**src/rtl/cp0_exc_ctrl_pkg.sv**
```systemverilog
// Shared CP0 definitions: register numbers, exception codes and SR/Cause field positions.
package cp0_defs;

    localparam logic [4:0] REG_SR    = 5'd12;
    localparam logic [4:0] REG_CAUSE = 5'd13;
    localparam logic [4:0] REG_EPC   = 5'd14;
    localparam logic [4:0] REG_PRID  = 5'd15;

    typedef enum logic [4:0] {
        EXC_INT  = 5'd0,
        EXC_ADEL = 5'd4,
        EXC_ADES = 5'd5,
        EXC_RI   = 5'd10,
        EXC_OV   = 5'd12
    } exc_code_e;

    localparam int SR_IE_BIT     = 0;
    localparam int SR_EXL_BIT    = 1;
    localparam int SR_IM_LSB     = 10;
    localparam int CAUSE_EXC_LSB = 2;
    localparam int CAUSE_IP_LSB  = 10;
    localparam int CAUSE_BD_BIT  = 31;

    // Word-aligned return address; a delay-slot fault restarts at the branch.
    function automatic logic [29:0] epc_from_pc(input logic [31:0] pc, input logic bd);
        logic [31:0] adj;
        adj = bd ? (pc - 32'd4) : pc;
        return adj[31:2];
    endfunction

endpackage

```
**src/rtl/cp0_exc_ctrl_arbiter.sv**
```systemverilog
// Combinational request arbiter: interrupt vs. synchronous exception, both blocked while EXL is set.
module cp0_int_arbiter
    import cp0_defs::*;
(
    input  logic [5:0] hwint_i,
    input  logic [5:0] im_i,
    input  logic       ie_i,
    input  logic       exl_i,
    input  logic [4:0] exc_code_i,
    output logic       int_req_o,
    output logic       exc_req_o,
    output logic       req_o,
    output logic [4:0] sel_code_o
);

    assign int_req_o  = (|(hwint_i & im_i)) & ie_i & ~exl_i;
    assign exc_req_o  = (exc_code_i != 5'd0) & ~exl_i;
    assign req_o      = int_req_o | exc_req_o;
    // Interrupt outranks a synchronous exception raised in the same cycle.
    assign sel_code_o = int_req_o ? EXC_INT : exc_code_i;

endmodule

```
**src/rtl/cp0_exc_ctrl.sv**
```systemverilog
// CP0 exception/interrupt controller at the M-stage boundary: SR/Cause/EPC/PRId and the flush request.
module cp0_exc_ctrl
    import cp0_defs::*;
#(
    parameter logic [31:0] EXC_ENTRY = 32'h0000_4180,
    parameter logic [31:0] PRID_VAL  = 32'h2022_1202
)
(
    input  logic        clk,
    input  logic        reset,
    input  logic [4:0]  A1,
    input  logic [4:0]  A2,
    input  logic [31:0] DIn,
    input  logic        WE,
    input  logic [31:0] M_PC,
    input  logic        M_BD,
    input  logic [4:0]  M_EXC_Code,
    input  logic        EXLClr,
    input  logic [5:0]  HWInt,
    output logic [31:0] DOut,
    output logic [31:0] EPCOut,
    output logic [31:0] ExcPC,
    output logic        Req
);

    logic [5:0]  sr_im_q,     sr_im_d;
    logic        sr_exl_q,    sr_exl_d;
    logic        sr_ie_q,     sr_ie_d;
    logic        cause_bd_q,  cause_bd_d;
    logic [5:0]  cause_ip_q,  cause_ip_d;
    logic [4:0]  cause_exc_q, cause_exc_d;
    logic [29:0] epc_q,       epc_d;

    logic        int_req;
    logic        exc_req;
    logic        arb_req;
    logic [4:0]  sel_code;
    logic        unused_req_split;

    cp0_int_arbiter u_arbiter (
        .hwint_i    (HWInt),
        .im_i       (sr_im_q),
        .ie_i       (sr_ie_q),
        .exl_i      (sr_exl_q),
        .exc_code_i (M_EXC_Code),
        .int_req_o  (int_req),
        .exc_req_o  (exc_req),
        .req_o      (arb_req),
        .sel_code_o (sel_code)
    );

    assign unused_req_split = int_req ^ exc_req;

    // SR is cleared in reset, but a pending exception code alone would still raise a request.
    assign Req   = arb_req & reset;
    assign ExcPC = EXC_ENTRY;

    // An mtc0 EPC in M is forwarded so a directly following eret returns to the new address.
    assign EPCOut = (WE && (A2 == REG_EPC)) ? {DIn[31:2], 2'b00} : {epc_q, 2'b00};

    always_comb begin
        DOut = 32'd0;
        case (A1)
            REG_SR: begin
                DOut[SR_IM_LSB +: 6] = sr_im_q;
                DOut[SR_EXL_BIT]     = sr_exl_q;
                DOut[SR_IE_BIT]      = sr_ie_q;
            end
            REG_CAUSE: begin
                DOut[CAUSE_BD_BIT]         = cause_bd_q;
                DOut[CAUSE_IP_LSB +: 6]    = cause_ip_q;
                DOut[CAUSE_EXC_LSB +: 5]   = cause_exc_q;
            end
            REG_EPC:  DOut = {epc_q, 2'b00};
            REG_PRID: DOut = PRID_VAL;
            default:  DOut = 32'd0;
        endcase
    end

    always_comb begin
        sr_im_d     = sr_im_q;
        sr_exl_d    = sr_exl_q;
        sr_ie_d     = sr_ie_q;
        cause_bd_d  = cause_bd_q;
        cause_ip_d  = HWInt;
        cause_exc_d = cause_exc_q;
        epc_d       = epc_q;
        if (Req) begin
            // Taking the exception discards any mtc0/eret sitting in M.
            sr_exl_d    = 1'b1;
            cause_bd_d  = M_BD;
            cause_exc_d = sel_code;
            epc_d       = epc_from_pc(M_PC, M_BD);
        end else begin
            if (WE) begin
                case (A2)
                    REG_SR: begin
                        sr_im_d  = DIn[SR_IM_LSB +: 6];
                        sr_exl_d = DIn[SR_EXL_BIT];
                        sr_ie_d  = DIn[SR_IE_BIT];
                    end
                    REG_EPC: epc_d = DIn[31:2];
                    default: ;
                endcase
            end
            if (EXLClr) begin
                sr_exl_d = 1'b0;
            end
        end
    end

    always_ff @(posedge clk or negedge reset) begin
        if (!reset) begin
            sr_im_q     <= 6'd0;
            sr_exl_q    <= 1'b0;
            sr_ie_q     <= 1'b0;
            cause_bd_q  <= 1'b0;
            cause_ip_q  <= 6'd0;
            cause_exc_q <= 5'd0;
            epc_q       <= 30'd0;
        end else begin
            sr_im_q     <= sr_im_d;
            sr_exl_q    <= sr_exl_d;
            sr_ie_q     <= sr_ie_d;
            cause_bd_q  <= cause_bd_d;
            cause_ip_q  <= cause_ip_d;
            cause_exc_q <= cause_exc_d;
            epc_q       <= epc_d;
        end
    end

endmodule

```
**config.mk**
```make
export PLATFORM = sky130hd
export DESIGN_NAME = cp0_exc_ctrl
export DESIGN_NICKNAME = d
export VERILOG_FILES = /design/src/rtl/cp0_exc_ctrl_pkg.sv /design/src/rtl/cp0_exc_ctrl_arbiter.sv /design/src/rtl/cp0_exc_ctrl.sv
export SDC_FILE = /design/constraint.sdc
export NUM_CORES = 1
export LEC_CHECK = 0
export CAP_MARGIN = 10
export CORE_MARGIN = 2
export CORE_UTILIZATION = 39
export DETAILED_ROUTE_END_ITERATION = 12
export PLACE_DENSITY = 0.81
export SLEW_MARGIN = 20
export SYNTH_ARGS = -nofsm -noshare
export SYNTH_HDL_FRONTEND = slang
export SYNTH_SLANG_ARGS = --single-unit
```
**constraint.sdc**
```tcl
create_clock -name clk -period 3.5 [get_ports clk]
set_clock_uncertainty 0.05 [all_clocks]
set_input_delay 0.875 -clock clk [delete_from_list [all_inputs] [get_ports clk]]
set_output_delay 0.875 -clock clk [all_outputs]
set_load 0.005 [all_outputs]
```
==> reports/metrics.csv, run 1 <==
stage;metric;value;unit
global_route;antenna_found_initial;0;
finish;layout_commonest_cell;clkdlybuf4s50_1;
sta;maxSlewViolCount;0;
synth;synth.top_cell.area_share;37.5;%
pwr;power.total;1.82;mW
sta;finalCriticalPeriod;3590;ps
sta;tightest_slew;944;ps
synth;yosysSeqAreaShare;37.5;%
place;dp_cells;633;
synth;synth.avg_cell_area;9.21;µm²
clocking;cts_root_buf;clkbuf_8;
route;wirelength;11.0;mm
route;drc;0;
global_route;grt_max_degree;70;
sta;max_freq;0.279;GHz
setup_path;cp.arrival;2660;ps
synth;ys_warn_count;0;
setup_path;cp-end-kind;primary output;
global_route;grt_pass1_wl;16.2;mm
setup_path;critical_path_class;in -> out;
place;port_buffers;150;
outcome;violations;setup timing;
job;maxCapViolations;0;
floorplan;core;8260;µm²
pwr;p_leak;2.47;nW
worst_hold_path;whs_path_depth;1;
clocking;clk_latency;300;ps
worst_hold_path;holdCritPathClass;reg -> reg;
place;pre_cts_ws;-342;ps
sta;max-slew-margin-rel;36.8;%
clocking;clkSlewWorstSetupHoldPaths;90;ps
place;place.gp.congestion;0.808;
finish;antenna_cells;0;
floorplan;row_count;33;
synth;syn_area;3330;µm²
sta;hold_viol;0;
global_route;grt_pass1_vias;3271;
pwr;vdd_drop_max;231;µV
synth;async_flop_share;100;%
synth;yosys.area.top_type;dfrtp_1;
floorplan;die_w;96.5;µm
clocking;cts_made_buffers;5;
route;vias;3352;
setup_path;setup.worst_path.start_class;input port;
synth;ys_types;44;
synth;ys_top_cells_by_area;dfrtp_1 38%, mux2_2 13%, buf_4 7.7%, xnor2_1 6.3%, a21oi_1 4.5%;
clocking;h-tree-depth;2;
global_route;grt_use_total;23.1;%
global_route;overflow;0;
global_route;grt.met1_usage;28.7;%
floorplan;dieArea;9300;µm²
sta;period_share;102;%
sta;rsz0062_at_grt;true;
synth;synthFlopType;dfrtp_1;
floorplan;die_y;96.5;µm
finish;instances_no_fill;659;
pwr;cellPowerDensity;334;nW/µm²
route;antenna_left;0;
floorplan;ios;187;
clocking;cts_hold_buf;0;
setup_path;timing.reg2reg.worst_path_depth;6;
synth;syn_inst;362;
global_route;busiest_layer;met2;
finish;area_growth;63.3;%
global_route;use_met3;3.34;%
global_route;use_met2;42.2;%
sta;setup_ws;-85.9;ps
finish;layout-drive-gt1-share;21.1;%
place;hpwl;7.67;mm
setup_path;critPathRequiredTime;2570;ps
setup_path;cp_max_fo;8;
finish;fin_nets;644;
synth;synth_edf_count;0;
route;post_drt_wl_per_cell;16.7;µm
route;drt_iter0_drc;87;
finish;final_cell_mix;82 x clkdlybuf4s50_1, 50 x dfrtp_1, 44 x dlygate4sd2_1, 39 x nor2_1, 39 x buf_4;
sta;setup_viol;8;
route;drt_pass1_iterations;6;
outcome;outcome;finished, violations left;
clocking;cts.sinks;50;
route;post_drt_via_cell_ratio;5.09;
floorplan;initial_utilization;40.4;%
clocking;cts_tree;yes;
clocking;clk_path_buf_depth;2;
synth;synth-seq-cells;50;
state kept, by name, summed over array words and instances (netlist names):
signal / count
epc_q: 30
cause_ip_q: 6
sr_im_q: 6
cause_exc_q: 5
cause_bd_q: 1
sr_exl_q: 1
sr_ie_q: 1
final timing paths:
| path | from | end | slack [ps] |
|---|---|---|---|
| max | A2[0] | EPCOut[31] | -90 |
| min | cause_bd_q | cause_bd_q | 490 |
| max reg2reg | sr_im_q[2] | sr_ie_q | 1230 |
| min reg2reg | cause_bd_q | cause_bd_q | 490 |
| max in group asynchronous | reset | cause_bd_q | 2310 |
| min in group asynchronous | reset | sr_ie_q | 670 |
per-layer routing:
layer / routed length (µm) / part of all wire [%]
met1: 4580 / 42
met4: 116 / 1.1
met3: 603 / 5.5
met2: 5730 / 52
met5: 0 / 0
cell usage after synthesis, drive strengths merged (3+ instances only):
cell / count
a31oi: 3
mux2: 38
or4: 5
clkbuf: 14
a22o: 9
nor2b: 3
nor4: 9
and3: 15
o21ai: 10
or3: 7
xor2: 3
a21oi: 30
nand2: 13
o21a: 4
xnor2: 24
nor2: 40
a22oi: 4
nand3: 6
dfrtp: 50
buf: 35
nor3: 13
inv: 6
stage by stage:
step           TNS (ps)  hold WS [ps]  cell area [µm²]  util, %
2_1_floorplan         0           431             3450        -
3_3_place_gp     -10350           441             5070     61.4
5_1_grt           -1190           487             5440     65.9
3_5_place_dp     -12800           464             5070     61.4
6_report           -608           486             5440     65.9
4_1_cts            -986           485             5350     64.8
logic make-up after synthesis:
| kind of cell | after synthesis | share of synthesized area [%] |
|---|---|---|
| and+or+nand+nor | 120 | 18.9 |
| xor gates and xnor gates | 27 | 7.09 |
| AOI/OAI and AO/OA | 68 | 12.7 |
| adders and majority gates | 1 | 0.375 |
| DFF | 50 | 37.5 |
| muxes | 39 | 13.1 |
| other | 2 | 0.225 |
| buffers and inverters | 55 | 10.0 |
power breakdown:
part / internal, mW / total, mW / switching (mW) / leakage, nW
Sequential: 0.693 / 0.757 / 0.0636 / 0.575
Combinational: 0.382 / 0.659 / 0.276 / 1.84
Clock: 0.214 / 0.405 / 0.190 / 0.0524
Total: 1.29 / 1.82 / 0.530 / 2.47
critical path, stage by stage:
cell           delay, ps
dlygate4sd2_1        250
nor4bb_4             360
nand3_4              180
buf_4                180
buf_6                110
buf_12               140
mux2_2               280
dlygate4sd2_1        280
timing repair:
action	in CTS	in global routing
hold endpoints to repair	0	0
resized for setup	83	29
buffers inserted	7	7
endpoints found under the setup margin	58	17
pin swaps	3	3
cloned	5	0
layout make-up:
type	count	area, µm²
Inverter	6	22.5
Clock buffer	7	76.3
Multi-Input combinational cell	289	1960
Tap cell	105	131
Sequential cell	50	1250
Timing Repair Buffer	201	1970
Clock inverter	1	30.0
Fill cell	678	2820
(Power assumes the default switching activity.)
==> inputs of run 2 (changes only) <==
Settings changed: ABC_AREA set to 1, CORE_UTILIZATION 39 to 42, PLACE_DENSITY 0.81 to 0.82.
==> run 2 against run 1 <==
Against the previous run: the flow now finishes without violations; cell count is 40% higher; first-iteration DRC count rose to 2.6 times the previous value; design area is 11% higher; sequential share of layout area fell by 2.2 points; count of clock-buffer cells in the layout is the same; largest cell class is now multi-input gates; largest power group is now combinational cells; highest routed layer unchanged.
==> reports/metrics.csv, run 2 <==
stage;metric;value;unit;change
floorplan;initial_utilization;43.4;%;+3.1 points
setup_path;cp-end-kind;primary output;;
synth;synth.top_cells.by_count;186 x nand2_1, 80 x nor2_1, 63 x inv_1, 50 x dfrtp_1, 38 x buf_4;;
sta;max-slew-margin-rel;50.3;%;+14 points
place;hpwl;10.0;mm;+31%
global_route;grt_pass1_vias;4180;;+28%
global_route;grt_pass1_wl;19.9;mm;+22%
synth;synthFlopType;dfrtp_1;;
pwr;p_leak;3.11;nW;+26%
clocking;clkSlewWorstSetupHoldPaths;90;ps;about the same
finish;antenna_cells;0;;unchanged
place;place.gp.congestion;0.909;;+12%
finish;layout_commonest_cell;nand2_1;;
place;dp_cells;907;;+43%
setup_path;critical_path_class;in -> out;;
synth;syn_inst;593;;+64%
synth;ys_top_cells_by_area;dfrtp_1 31%, nand2_1 17%, nor2_1 7.5%, buf_4 7.1%, inv_1 5.9%;;
route;wirelength;13.0;mm;+18%
synth;async_flop_share;100;%;unchanged
clocking;clk_latency;300;ps;about the same
sta;period_share;98.9;%;-3.6 points
route;drt_iter0_drc;228;;+160%
route;antenna_left;0;;unchanged
synth;yosysSeqAreaShare;31.2;%;-6.4 points
clocking;cts_root_buf;clkbuf_8;;
outcome;outcome;finished, final reports clean;;
finish;area_growth;50.0;%;
place;pre_cts_ws;-168;ps;+173 ps
finish;largestRegisters;epc_q: 30 flops, cause_ip_q: 6 flops, sr_im_q: 6 flops;;
finish;top_register;epc_q;;
floorplan;die_w;102;µm;+5.5%
global_route;antenna_found_initial;0;;unchanged
finish;final_cell_mix;184 x nand2_1, 110 x clkdlybuf4s50_1, 78 x nor2_1, 63 x inv_1, 54 x buf_4;;
setup_path;cp_max_fo;5;;-3
clocking;h-tree-depth;2;;unchanged
clocking;clk_path_buf_depth;2;;unchanged
global_route;grt_use_total;24.5;%;+1.4 points
setup_path;critPathRequiredTime;2570;ps;about the same
synth;synth_edf_count;0;;unchanged
finish;fin_nets;884;;+37%
sta;max_freq;0.289;GHz;+3.6%
floorplan;ios;187;;unchanged
synth;synth.top_cell.area_share;31.2;%;-6.4 points
sta;maxSlewViolCount;0;;unchanged
setup_path;crit_slowest_cell;clkdlybuf4s50_1;;
sta;hold-worst-slack;455;ps;-31.3 ps
synth;synth_most_common_cell;nand2_1;;
route;post_drt_via_cell_ratio;4.70;;-7.6%
finish;layout-drive-gt1-share;16.2;%;-4.9 points
route;post_drt_wl_per_cell;14.1;µm;-16%
route;drt_pass1_iterations;5;;-1
route;drc;0;;unchanged
synth;synth.avg_cell_area;6.77;µm²;-26%
synth;yosys.area.top_type;dfrtp_1;;
synth;ys_warn_count;0;;unchanged
route;vias;4337;;+29%
sta;setup_viol;0;;-8
worst_hold_path;holdCritPathClass;reg -> reg;;
global_route;overflow;0;;unchanged
sta;hold_viol;0;;unchanged
finish;instances_no_fill;923;;+40%
clocking;cts_tree;yes;;
synth;ys_types;37;;-16%
synth;synth-seq-cells;50;;unchanged
synth;syn_area;4010;µm²;+20%
sta;rsz0062_at_grt;true;;
sta;setup_ws;38.9;ps;+125 ps
setup_path;setup.worst_path.start_class;input port;;
global_route;grt_max_degree;55;;-21%
pwr;vdd_drop_max;181;µV;-22%
floorplan;row_count;35;;+6.1%
clocking;cts_made_buffers;5;;unchanged
place;port_buffers;150;;unchanged
sta;tightest_slew;740;ps;-205 ps
finish;largest_reg_flops;30;;unchanged
floorplan;core;9240;µm²;+12%
clocking;cts.sinks;50;;unchanged
finish;fin_util;65.1;%;-0.76 points
pwr;cellPowerDensity;321;nW/µm²;-4.0%
floorplan;die_y;102;µm;+5.5%
setup_path;cp.arrival;2540;ps;-120 ps
sta;finalCriticalPeriod;3460;ps;-125 ps
setup_path;path_cells;clkdlybuf4s50_1 > inv_1 > or2_4 > nor2_4 > nand2_4 > buf_12 > buf_4 > nor2_2 > or2_1 > dlygate4sd2_1;;
setup_path;max_stage_delay;450;ps;+90 ps
job;maxCapViolations;0;;unchanged
floorplan;dieArea;10400;µm²;+11%
==> run 2: area by class of cell <==
cell class / instances / area (µm²)
clock buffers: 7 / 86.3
clock inverters: 1 / 5.00
fillers: 829 / 3220
inverters: 67 / 278
multi-input cells: 457 / 2220
flip-flops and latches: 50 / 1250
well taps: 129 / 161
repair buffers: 210 / 1980
repair inverters: 2 / 41.3
==> run 2: per-layer routing <==
layer	vias to the layer above	track usage [%]	wire length [µm]
met2	163	42.7	6450
li1	2149	-	-
met5	-	0	0
met4	0	5.82	270
met1	2002	32.4	5620
met3	23	2.97	683
==> run 2: final timing paths <==
check,slack (ps),depth (start not counted),start,end
setup / recovery,40,10,WE,EPCOut[28]
max in group asynchronous,2260,2,reset,epc_q[3]
hold / removal,450,2,cause_exc_q[4],cause_exc_q[4]
min in group asynchronous,680,2,reset,epc_q[1]
hold reg to reg,450,2,cause_exc_q[4],cause_exc_q[4]
setup reg to reg,1700,11,sr_im_q[4],sr_im_q[1]
==> run 2: through the flow <==
| step | instance area, µm² | setup TNS (ps) | total power [mW] |
|---|---|---|---|
| 6_report | 6020 | 0 | 1.93 |
| 5_1_grt | 6020 | -427 | 2.06 |
| 4_1_cts | 5960 | 0 | 1.93 |
| 3_5_place_dp | 5810 | -3640 | 1.64 |
| 3_3_place_gp | 5810 | -3280 | 1.62 |
| 2_1_floorplan | 4130 | 0 | 1.16 |
==> run 2: critical path, delay by kind of cell <==
family        cells  cell delay (ps)
buf+inv           5             1030
simple gates      5              640
==> run 2: kinds of logic (layout without fill, tap and decap cells) <==
| logic type | Yosys count | count (layout) | synth area share (%) |
|---|---|---|---|
| flip-flops | 50 | 50 | 31.2 |
| AO/OA/AOI/OAI | 56 | 56 | 8.60 |
| adder cells (fa/ha/maj) | 1 | 1 | 0.312 |
| other | 2 | 34 | 0.187 |
| AND/OR/NAND/NOR | 347 | 347 | 38.7 |
| buffers and inverters | 118 | 287 | 16.9 |
| XOR/XNOR | 19 | 19 | 4.15 |
==> run 2: where the power goes <==
group / leakage, nW / internal, mW / switching (mW)
Clock: 0.0482 / 0.160 / 0.191
Combinational: 2.46 / 0.421 / 0.400
Sequential: 0.602 / 0.696 / 0.0641
Total: 3.11 / 1.28 / 0.655
==> run 2: what timing repair did <==
| item | CTS | global route |
|---|---|---|
| resized for setup | 38 | 24 |
| gates cloned | 1 | 1 |
| setup endpoints to repair | 33 | 28 |
| setup buffers | 5 | 1 |
| hold buffers | 0 | 0 |
==> RTL edit, RTL diff (flow settings as in run 2) <==
Set the package constant `CAUSE_IP_LSB` to 20 (it was 10).
--- a/src/rtl/cp0_exc_ctrl_pkg.sv
+++ b/src/rtl/cp0_exc_ctrl_pkg.sv
@@ -18,7 +18,7 @@
     localparam int SR_EXL_BIT    = 1;
     localparam int SR_IM_LSB     = 10;
     localparam int CAUSE_EXC_LSB = 2;
-    localparam int CAUSE_IP_LSB  = 10;
+    localparam int CAUSE_IP_LSB  = 20;
     localparam int CAUSE_BD_BIT  = 31;
 
     // Word-aligned return address; a delay-slot fault restarts at the branch.
Check against the original RTL: not equivalent (a bounded check fails within 4 cycles, from zero or initial values and one cycle with reset low).
==> RTL edit against run 2 <==
Design area decreased by 3.1%; sequential cell count unchanged; via count increased by 0.14%; critical endpoint is now DOut[3]; highest routed layer unchanged; synthesized cell count decreased by 2.0%; synthesized area decreased by 2.6%; worst setup slack improved by 0.033 ns; total power increased by 4.3%; non-clock buffer count decreased by 10; critical path depth decreased by 3; wire length decreased by 2.6%.
==> RTL edit: results (changes against run 2) <==
vias per cell=4.94 (was 4.70); ant diodes=0 (unchanged); CP arrival=2.50 ns (was 2.54 ns); Post-Syn Area per Cell=6.73 sq um (was 6.77 sq um); CP max FO=9 (was 5); Final nets=859 (was 884); largest net degree at the start of global routing=59 (was 55); Cells after DPL=869 (was 907); Yosys cell types=41 (was 37); VDD IR max=0.000216 V (was 0.000181 V); actual slew at the worst max-slew pin=0.755 ns (was 0.740 ns); GRT Util Overall=24.5% (about the same); critical path's top delay family=buffers and inverters (unchanged); layout cells sized above 1=13.3% (was 16.2%); PwrDens=346 nW/um^2 (was 321 nW/um^2); register with the most flip-flops=epc_q (unchanged); dpl hpwl=10,200 microns (was 10,000 microns); vias in the first global route=4,148 (was 4,180); Post-synth top cells=165 x nand2_1, 78 x nor2_1, 60 x inv_1 (was 186 x nand2_1, 80 x nor2_1, 63 x inv_1); Synth async-reset ratio=100% (unchanged); number of detailed-routing iterations run before antenna repair=5 (unchanged); largest cells by area after synthesis=dfrtp_1 32%, nand2_1 16%, nor2_1 7.5%, buf_4 6.7%, inv_1 5.8% (was dfrtp_1 31%, nand2_1 17%, nor2_1 7.5%, buf_4 7.1%, inv_1 5.9%); gpl congestion=1.04 (was 0.909); DR iter-0 viols=203 (was 228); HP Class=reg -> reg (unchanged); first-pass GRT wire length=19,600 microns (was 19,900 microns); leak pwr=0.00303 uW (was 0.00311 uW); Top Registers=epc_q: 30 flops, cause_ip_q: 6 flops, sr_im_q: 6 flops (unchanged); CP max stage delay=0.54 ns (was 0.45 ns); Top FF cell, synth=dfrtp_1 (unchanged); CTS Buffer Depth=2 (unchanged); # fillers=796 (was 829); placed cell areas=5670 sq um (was 5810 sq um); yosys warns=0 (unchanged); sequential area share after synthesis=32.0% (was 31.2%); status=finished, final reports clean (unchanged); htree depth=2 (unchanged); initial antenna violation count=0 (unchanged); root buf cell=clkbuf_8 (unchanged); DRT Wirelength=12,700 microns (was 13,000 microns); PortBufs=150 (unchanged); Final Non-Filler Cells=880 (was 923)
RTL edit: through the flow:
step	total power [uW]	hold slack (ns)	setup TNS [ns]	worst slack [ns]
after detailed placement	1640	0.439	-2.95	-0.142
after global placement	1620	0.429	-1.68	-0.123
after global routing	2150	0.502	-0.0380	-0.0145
after CTS	2010	0.462	-0.0109	-0.0109
after floorplan	1130	0.404	0	0.918
final	2020	0.469	0	0.0715
RTL edit: logic make-up after synthesis:
logic type      after synthesis  synth area share [%]
other cells                   2                 0.192
flops                        50                  32.0
simple gates                332                  38.5
buf+inv                     115                  16.1
compound gates               65                  9.28
xor+xnor                     16                  3.58
fa+ha+maj                     1                 0.320
RTL edit: area by class of cell:
class                   instances  area share, %
clock buffers                   6           1.42
well taps                     111           2.38
flip-flops and latches         50           21.5
repair buffers                200           32.7
clock inverters                 2          0.665
multi-input cells             448           37.2
inverters                      63           4.14
RTL edit: repair_timing:
action / 4_1_cts / 5_1_grt
setup endpoints to repair: 39 / 22
resized for setup: 39 / 22
pin swaps: 1 / 0
buffers inserted: 2 / 1
gates cloned: 0 / 0
RTL edit: worst register-to-register path: cells and delay by family, from the launching register on:
| kind | cells | cell delay (ns) |
|---|---|---|
| compound gates | 2 | 0.38 |
| flops | 1 | 0.40 |
| simple gates | 3 | 0.37 |
| buf+inv | 3 | 0.45 |
RTL edit: power breakdown:
group | internal (uW) | total [uW] | switching [uW]
combinational | 414 | 829 | 415
clock | 235 | 436 | 201
sequential | 696 | 750 | 54.7
RTL edit: routing by layer:
metal  up-vias  GRT usage (%)  wire [microns]
met4         0           9.48             374
met2       211           42.1            6200
met5         -              0               0
met3        30           3.54             932
met1      1975           31.1            5170
li1       2127              -               -
RTL edit: worst paths after layout:
path / start / end / slack (ns) / depth (start not counted)
max: A1[1] / DOut[3] / 0.07 / 7
min: sr_im_q[5] / sr_im_q[5] / 0.47 / 2
max reg2reg: sr_ie_q / epc_q[17] / 1.76 / 8
min reg2reg: sr_im_q[5] / sr_im_q[5] / 0.47 / 2
max in group asynchronous: reset / epc_q[22] / 2.16 / 2
min in group asynchronous: reset / epc_q[14] / 0.72 / 2
